**src/rtl/proc_pkg.sv**
```systemverilog
// Shared processor-datapath definitions: immediate extension modes and the
// occupancy encoding used by two-entry valid/ready skid buffers.
package proc_pkg;

  localparam logic [1:0] IMM_ZERO   = 2'b00;
  localparam logic [1:0] IMM_SIGN   = 2'b01;
  localparam logic [1:0] IMM_UPPER  = 2'b10;
  localparam logic [1:0] IMM_BRANCH = 2'b11;

  typedef enum logic [1:0] {
    EMPTY = 2'd0,
    ONE   = 2'd1,
    FULL  = 2'd2
  } occ_state_t;

endpackage : proc_pkg

```
**src/rtl/imm_extend_pipe_if.sv**
```systemverilog
// Immediate-extender bus: upstream valid/ready input side and downstream
// valid/ready output side. The producer/consumer (bench or neighbouring
// stages) uses master; the extender itself uses slave.
interface imm_extend_pipe_if #(
  parameter int IN_W  = 16,
  parameter int OUT_W = 32,
  parameter int TAG_W = 5
);
  logic             in_valid;
  logic             in_ready;
  logic [IN_W-1:0]  in_imm;
  logic [1:0]       in_mode;
  logic [TAG_W-1:0] in_tag;
  logic             out_valid;
  logic             out_ready;
  logic [OUT_W-1:0] out_data;
  logic [TAG_W-1:0] out_tag;

  modport master (
    output in_valid, in_imm, in_mode, in_tag, out_ready,
    input  in_ready, out_valid, out_data, out_tag
  );

  modport slave (
    input  in_valid, in_imm, in_mode, in_tag, out_ready,
    output in_ready, out_valid, out_data, out_tag
  );
endinterface : imm_extend_pipe_if

```
**src/rtl/skid_buf2.sv**
```systemverilog
// Generic two-entry valid/ready skid buffer with synchronous flush.
// The main register drives the output; the skid register catches the one
// extra beat that can arrive while the consumer stalls. in_ready is a flop
// computed from the next occupancy, so no combinational path runs from
// out_ready back to in_ready.
module skid_buf2
  import proc_pkg::*;
#(
  parameter int W = 8
) (
  input  logic         clk,
  input  logic         rst,
  input  logic         flush,
  input  logic         in_valid,
  output logic         in_ready,
  input  logic [W-1:0] in_data,
  output logic         out_valid,
  input  logic         out_ready,
  output logic [W-1:0] out_data
);

  occ_state_t   state_p1;
  occ_state_t   state_nxt;
  logic [W-1:0] main_p1;
  logic [W-1:0] skid_p1;
  logic         rdy_p1;
  logic         accept;
  logic         consume;
  logic         load_main_in;
  logic         load_main_skid;
  logic         load_skid;

  assign accept  = in_valid & rdy_p1;
  assign consume = (state_p1 != EMPTY) & out_ready;

  // Next occupancy and register-load strobes; flush overrides everything.
  always_comb begin
    state_nxt      = state_p1;
    load_main_in   = 1'b0;
    load_main_skid = 1'b0;
    load_skid      = 1'b0;
    unique case (state_p1)
      EMPTY: begin
        if (accept) begin
          state_nxt    = ONE;
          load_main_in = 1'b1;
        end
      end
      ONE: begin
        if (accept && consume) begin
          load_main_in = 1'b1;
        end else if (consume) begin
          state_nxt = EMPTY;
        end else if (accept) begin
          state_nxt = FULL;
          load_skid = 1'b1;
        end
      end
      FULL: begin
        if (consume) begin
          state_nxt      = ONE;
          load_main_skid = 1'b1;
        end
      end
      default: state_nxt = EMPTY;
    endcase
    if (flush) begin
      state_nxt      = EMPTY;
      load_main_in   = 1'b0;
      load_main_skid = 1'b0;
      load_skid      = 1'b0;
    end
  end

  // Occupancy state and registered ready.
  always_ff @(posedge clk or posedge rst) begin
    if (rst) begin
      state_p1 <= EMPTY;
      rdy_p1   <= 1'b1;
    end else begin
      state_p1 <= state_nxt;
      rdy_p1   <= (state_nxt != FULL);
    end
  end

  // Entry storage; main only changes when a new beat is taken or the skid
  // beat is promoted, so output data is stable during a stall.
  always_ff @(posedge clk or posedge rst) begin
    if (rst) begin
      main_p1 <= '0;
      skid_p1 <= '0;
    end else begin
      if (load_main_in) begin
        main_p1 <= in_data;
      end else if (load_main_skid) begin
        main_p1 <= skid_p1;
      end
      if (load_skid) begin
        skid_p1 <= in_data;
      end
    end
  end

  // --- stage p1 boundary: registered outputs ---
  assign in_ready  = rdy_p1;
  assign out_valid = (state_p1 != EMPTY);
  assign out_data  = main_p1;

endmodule : skid_buf2

```
**src/rtl/imm_extend_pipe.sv**
```systemverilog
// Registered immediate extender: widens an IN_W-bit immediate to OUT_W bits
// (zero, sign, upper-load or shifted branch offset) and hands it, with its
// tag, to the ALU/branch stage through a two-entry skid buffer.
module imm_extend_pipe
  import proc_pkg::*;
#(
  parameter int IN_W     = 16,
  parameter int OUT_W    = 32,
  parameter int BR_SHIFT = 2,
  parameter int TAG_W    = 5
) (
  input logic              clk,
  input logic              reset,
  input logic              flush,
  imm_extend_pipe_if.slave bus
);

  localparam int W = OUT_W + TAG_W;

  // Reject parameter sets for which the extension is undefined.
  if (IN_W < 2 || OUT_W <= IN_W || BR_SHIFT < 0 || BR_SHIFT > OUT_W - IN_W) begin : g_bad_params
    $error("imm_extend_pipe: illegal IN_W/OUT_W/BR_SHIFT combination");
  end

  function automatic logic [OUT_W-1:0] extend_imm(input logic [IN_W-1:0] imm,
                                                  input logic [1:0]      mode);
    logic signed [OUT_W-1:0] sext;
    logic        [OUT_W-1:0] res;
    sext = {{(OUT_W-IN_W){imm[IN_W-1]}}, imm};
    res  = '0;
    case (mode)
      IMM_ZERO:   res = {{(OUT_W-IN_W){1'b0}}, imm};
      IMM_SIGN:   res = $unsigned(sext);
      IMM_UPPER:  res = {imm, {(OUT_W-IN_W){1'b0}}};
      IMM_BRANCH: res = $unsigned(sext <<< BR_SHIFT);
      default:    res = '0;
    endcase
    return res;
  endfunction

  logic [OUT_W-1:0] ext_p0;
  logic [W-1:0]     pack_p0;
  logic [W-1:0]     pack_p1;

  // --- stage p0: combinational extension of the presented immediate ---
  assign ext_p0  = extend_imm(bus.in_imm, bus.in_mode);
  assign pack_p0 = {ext_p0, bus.in_tag};

  skid_buf2 #(
    .W (W)
  ) u_skid (
    .clk       (clk),
    .rst       (reset),
    .flush     (flush),
    .in_valid  (bus.in_valid),
    .in_ready  (bus.in_ready),
    .in_data   (pack_p0),
    .out_valid (bus.out_valid),
    .out_ready (bus.out_ready),
    .out_data  (pack_p1)
  );

  // --- stage p1: captured operand and tag ---
  assign bus.out_data = pack_p1[W-1:TAG_W];
  assign bus.out_tag  = pack_p1[TAG_W-1:0];

endmodule : imm_extend_pipe

```
**src/flat_wrapper.sv**
```systemverilog
// flat-port wrapper written by rule: the top's interface ports become plain ports
module imm_extend_pipe_flat import proc_pkg::*;
#(
  parameter int IN_W     = 16,
  parameter int OUT_W    = 32,
  parameter int BR_SHIFT = 2,
  parameter int TAG_W    = 5
)
  (clk, reset, flush, bus_in_valid, bus_in_imm, bus_in_mode, bus_in_tag, bus_out_ready, bus_in_ready, bus_out_valid, bus_out_data, bus_out_tag);
  imm_extend_pipe_if #(.IN_W(IN_W), .OUT_W(OUT_W), .TAG_W(TAG_W)) bus_i ();
  input logic clk;
  input logic reset;
  input logic flush;
  input wire logic [$bits(bus_i.in_valid)-1:0] bus_in_valid;
  input wire logic [$bits(bus_i.in_imm)-1:0] bus_in_imm;
  input wire logic [$bits(bus_i.in_mode)-1:0] bus_in_mode;
  input wire logic [$bits(bus_i.in_tag)-1:0] bus_in_tag;
  input wire logic [$bits(bus_i.out_ready)-1:0] bus_out_ready;
  output wire logic [$bits(bus_i.in_ready)-1:0] bus_in_ready;
  output wire logic [$bits(bus_i.out_valid)-1:0] bus_out_valid;
  output wire logic [$bits(bus_i.out_data)-1:0] bus_out_data;
  output wire logic [$bits(bus_i.out_tag)-1:0] bus_out_tag;
  assign bus_i.in_valid = bus_in_valid;
  assign bus_i.in_imm = bus_in_imm;
  assign bus_i.in_mode = bus_in_mode;
  assign bus_i.in_tag = bus_in_tag;
  assign bus_i.out_ready = bus_out_ready;
  assign bus_in_ready = bus_i.in_ready;
  assign bus_out_valid = bus_i.out_valid;
  assign bus_out_data = bus_i.out_data;
  assign bus_out_tag = bus_i.out_tag;
  imm_extend_pipe #(.IN_W(IN_W), .OUT_W(OUT_W), .BR_SHIFT(BR_SHIFT), .TAG_W(TAG_W)) u_core (.clk(clk), .reset(reset), .flush(flush), .bus(bus_i));
endmodule
```
**config.mk**
```make
export PLATFORM = sky130hd
export DESIGN_NAME = imm_extend_pipe_flat
export DESIGN_NICKNAME = d
export VERILOG_FILES = /design/src/rtl/proc_pkg.sv /design/src/rtl/imm_extend_pipe_if.sv /design/src/rtl/skid_buf2.sv /design/src/rtl/imm_extend_pipe.sv /design/src/flat_wrapper.sv
export SDC_FILE = /design/constraint.sdc
export NUM_CORES = 1
export LEC_CHECK = 0
export BUFFER_PORTS_ARGS = -buffer_cell sky130_fd_sc_hd__buf_4
export CELL_PAD_IN_SITES_DETAIL_PLACEMENT = 0
export CELL_PAD_IN_SITES_GLOBAL_PLACEMENT = 2
export CORE_ASPECT_RATIO = 0.6
export CORE_MARGIN = 5
export CORE_UTILIZATION = 38
export DETAILED_ROUTE_END_ITERATION = 10
export PLACE_DENSITY = 0.83
export SKIP_LAST_GASP = 1
export SLEW_MARGIN = 10
export SYNTH_ARGS = -nofsm -noshare
export SYNTH_HDL_FRONTEND = slang
export SYNTH_SLANG_ARGS = --single-unit
```
**constraint.sdc**
```tcl
create_clock -name clk -period 6.1 [get_ports clk]
set_clock_uncertainty 0.2 [all_clocks]
set_input_delay 1.22 -clock clk [delete_from_list [all_inputs] [get_ports clk]]
set_output_delay 1.22 -clock clk [all_outputs]
set_load 0.01 [all_outputs]
```
-- Word-level counts from Yosys, hierarchy flattened
Index checks and enable logic that the tools add are counted.
- input port bits: 28
- output and inout port bits: 39
- register bits: 77
- multiplexer cells: 21
- eq/ne operators: 6
- reductions and logical operators: 5
- bitwise gates (word level): 2
- operators by type and width (kind ; number):
    32-bit case mux with 4 select lines ; 1
    37-bit 2-to-1 mux ; 2
    2-bit 2-to-1 mux ; 6
    1-bit 2-to-1 mux ; 10
    2-bit equality test, second input constant ; 3
    2-bit case mux with 3 select lines ; 1
    2-bit by 1-bit equality test with 1-bit output, second input constant ; 2
    2-bit zero test ; 2
    2-bit nonzero test ; 2
    1-bit AND ; 2
    2-bit != test, second input constant ; 1
    1-bit case mux with 2 select lines ; 1
    1-bit logical AND ; 1

-- Logic depth before layout (Yosys ltp)
- word-level depth: 7
- mapped depth: 7
- depth with buffers taken out: 4

-- Cells and area by module
A second synthesis with hierarchy kept.
- cells, all modules: 265
- area total of the unflattened synthesis: 3590.9 sq um
- modules (own cells, without submodules) (module ; seq. area each (sq um) ; times used ; cells each ; area an instance (sq um)):
    skid_buf2 ; 1928.1 ; 1 ; 223 ; 3225.6
    imm_extend_pipe ; 0.0 ; 1 ; 42 ; 365.4

-- Worst setup path after synthesis
OpenSTA, ideal clock, no wires.
- path kind: input to register
- start point: in bus_in_valid
- end point: reg u_core.u_skid.skid_p1[0]
- data arrival time: 2233 ps
- library setup time: 125 ps
- slack: 3542 ps
- cell stages on the path: 5
- data required time: 5775 ps
- cells stage by stage: nand3b_1 or3b_1 buf_2 buf_6 mux2_4
- longest elaborated chain between the ends: 6
- elaborated cells between the ends (all ways): 7
- classes of those cells: mux (5); bitwise (1); reduce/logical (1)
- ends and longest elaborated chain (item ; line ; text):
    start, declared ; flat_wrapper.sv:14 ; input wire logic [$bits(bus_i.in_valid)-1:0] bus_in_valid;
    1-bit AND * ; skid_buf2.sv:33 ; assign accept = in_valid & rdy_p1;
    1-bit 2-to-1 mux ; skid_buf2.sv:54 ; end else if (accept) begin
    1-bit 2-to-1 mux ; skid_buf2.sv:52 ; end else if (consume) begin
    1-bit 2-to-1 mux * ; skid_buf2.sv:50 ; if (accept && consume) begin
    1-bit 2-to-1 mux * ; skid_buf2.sv:42 ; unique case (state_p1)
    1-bit 2-to-1 mux * ; skid_buf2.sv:67 ; if (flush) begin
    end signal, assigned ; skid_buf2.sv:99 ; skid_p1 <= in_data;
    end, declared ; skid_buf2.sv:25 ; logic [W-1:0] skid_p1;
Every way passes the cells marked *; elsewhere a longest branch is shown, timed or not.
A chain may end at the register's enable or synchronous reset.

-- Final worst setup path
- start point: in bus_in_mode[1]
- end point: reg u_core.u_skid.skid_p1[35]
- longest elaborated chain between the ends: 2
- elaborated cells between the ends (all ways): 5
- classes of those cells: eq/ne (3); mux (1); reduce/logical (1)
- ends and longest elaborated chain (item ; line ; text):
    start, declared ; flat_wrapper.sv:16 ; input wire logic [$bits(bus_i.in_mode)-1:0] bus_in_mode;
    2-bit equality test (tied with other cells) ; imm_extend_pipe.sv:31 ; case (mode)
    32-bit case mux with 4 select lines * ; imm_extend_pipe.sv:31 ;
Marks and branches as above.

==> impl_metrics.ini <==
[outcome]
status = finished clean

[global_routing]
grt_max_degree = 78
antenna_found_initial = 0
gr-total-overflow = 0
grtUsageTotal = 0.161
grt_first_pass_wirelength_um = 13900
grt_pass1_vias = 2547

[floorplanning]
fp.dieH_um = 84.2
fp-row-count = 27
ios = 67
start_util = 0.385
dieArea_mm2 = 0.0112
core_area_mm2 = 0.00905
die_x_um = 134

[pwr]
ir_drop_uv = 152
pwr_density_cell_mw_per_mm2 = 361
power_w = 0.00158
p_leak_nw = 2.08

[synthesis]
synth_top_area_share = 0.546
synthArstFlopShare = 1.00
synth.mux.area_fraction = 0.220
syn_avg_cell_area_um2 = 11.3
yosysMostFrequentCell = dfrtp_1
synth_xor_area_frac = 0
synth_commonest_cells = dfrtp_1, mux2i_1, nand2_1
synth_warnings = 0
ys_ff_latch = 77
synth_compound_area_frac = 0.117
yosys.area.top_type = dfrtp_1
ys_seq_area_frac = 0.554
synth_cell_types = 26
syn_inst = 307
synthAdderAreaFrac = 0
synth_edf_count = 0
yosys-top-cells-area = dfrtp_1, mux2i_1, nand2_1
dominantRegCellSynth = dfrtp_1
syn_nets = 335
synth_top_family_by_area = multiplexers
syn_area_mm2 = 0.00348
synth-simple-area-share = 0.0722

[critical_path]
rr_worst_depth = 4
critPathRequiredTime_ns = 6.15
worstPathArrival_ns = 2.87
reg2reg_to = u_core.u_skid.skid_p1[0]
critPathCaptureType = flip-flop
r2r-start = u_core.u_skid.in_ready
path_max_fanout = 21
r2r_slack_ns = 3.91
crit_path_start_kind = input port
critPathLaunch = bus_in_mode[1]
worstSetupPathType = in2reg

[timing]
rsz0062_at_grt = false
timing_hold_violations_final = 0
fmax_mhz = 355
period_needed_ns = 2.82
finalSetupViolations = 0
min_period_over_period = 0.462
tns_ns = 0
tightest_slew_ns = 1.04
slew_viol_final = 0
relSlewSlack = 0.302

[hold_path]
min-delay-start = u_core.u_skid.skid_p1[27]
min_path_type = reg2reg
hold_end = u_core.u_skid.skid_p1[27]
worstHoldPathCells = 2

[place]
io_buffers = 66
dp_hpwl_um = 5700
place.gp.congestion = 0.726
postPlaceCellArea_mm2 = 0.00404
placedCellCount = 470

[detailed_routing]
wire_per_inst_um = 17.5
ant_nets = 0
drt-vias-per-instance = 5.12
vias = 2489
wirelength_um = 8520
dr.pass1.iters = 4
drt_iter0_drc = 143
route.detailed.drc = 0

[cts]
cts_buffers = 9
root_buffer = clkbuf_16
cts.repair.resized = 0
clk_path_buf_depth = 2
postCtsHoldBufs = 0
h-tree-depth = 3
worstSkewPairLatency_ns = 0.33
postCtsSetupBuffers = 0
tritoncts = yes
clock_sinks = 77
clk_pin_slew_ns = 0.06

[finish]
drive_above_1_share = 0.268
area_growth_pct = 25.3
final_net_count = 393
final_area_mm2 = 0.00436
diodes = 0
final_util = 0.482
final_cell_count_no_fill = 486

[run]
maxCapViolations = 0
layer usage:
metal  share of wire  GRT usage
met1            0.50      0.237
met4           0.018     0.0588
met5               0          0
met3           0.062     0.0599
met2            0.42      0.215
power breakdown:
group	switching [W]	leakage, nW	internal, W	total [W]
combinational	0.000149	0.955	0.000161	0.000309
sequential	0.0000676	0.969	0.000627	0.000694
clock	0.000204	0.158	0.000368	0.000572
total	0.000421	2.08	0.00116	0.00158
cell families (layout without fill, tap and decap cells):
logic type / count (synthesis) / in the layout
AOI/OAI and AO/OA: 74 / 74
muxes: 74 / 74
DFF: 77 / 77
buffers and inverters: 25 / 88
and+or+nand+nor: 57 / 57
layout make-up:
class	instances	area, µm²
Clock inverter	6	86.3
Multi-Input combinational cell	205	1430
Timing Repair Buffer	70	526
Inverter	2	8.76
Clock buffer	10	239
Sequential cell	77	1930
Fill cell	840	4690
Tap cell	116	145
layout by cell type, fill, tap and decap left out, types with 8 or more instances in the layout:
master / netlist / routed
dfrtp_1: 76 / 76
a22oi_1: 13 / 13
nor2_1: 8 / 8
buf_4: 4 / 70
nand2_1: 37 / 37
o21ai_1: 9 / 9
clkbuf_16: 0 / 9
mux2i_1: 69 / 69
o21ai_0: 24 / 24
a21oi_1: 27 / 27
critical path: stages:
cell and delay [ns]:
buf_4 0.10, inv_1 0.24, nor2_1 0.89, a21oi_1 0.23, o21ai_0 0.19
state kept, by name, summed over array words and instances, names as in the netlist:
signal / flops
u_core.u_skid.state_p1: 2
u_core.u_skid.in_ready: 1
u_core.u_skid.skid_p1: 37
u_core.u_skid.out_data: 37
worst max path at each step:
stage	slack (ns)	cells after the start	end
global route	3.06	5	u_core.u_skid.skid_p1[35]
detailed placement	2.95	5	u_core.u_skid.skid_p1[26]
CTS	3.31	5	u_core.u_skid.skid_p1[26]
floorplan	2.71	1	u_core.u_skid.out_data[0]
finish	3.28	5	u_core.u_skid.skid_p1[35]
global placement	2.99	5	u_core.u_skid.skid_p1[23]
stage by stage:
stage	setup WS, ns	hold slack, ns
after global placement	2.99	0.261
after floorplan	2.71	0.250
after global routing	3.06	0.304
after detailed placement	2.95	0.273
after CTS	3.31	0.286
final	3.28	0.280
Note: power is estimated with default switching activity, not from simulation.
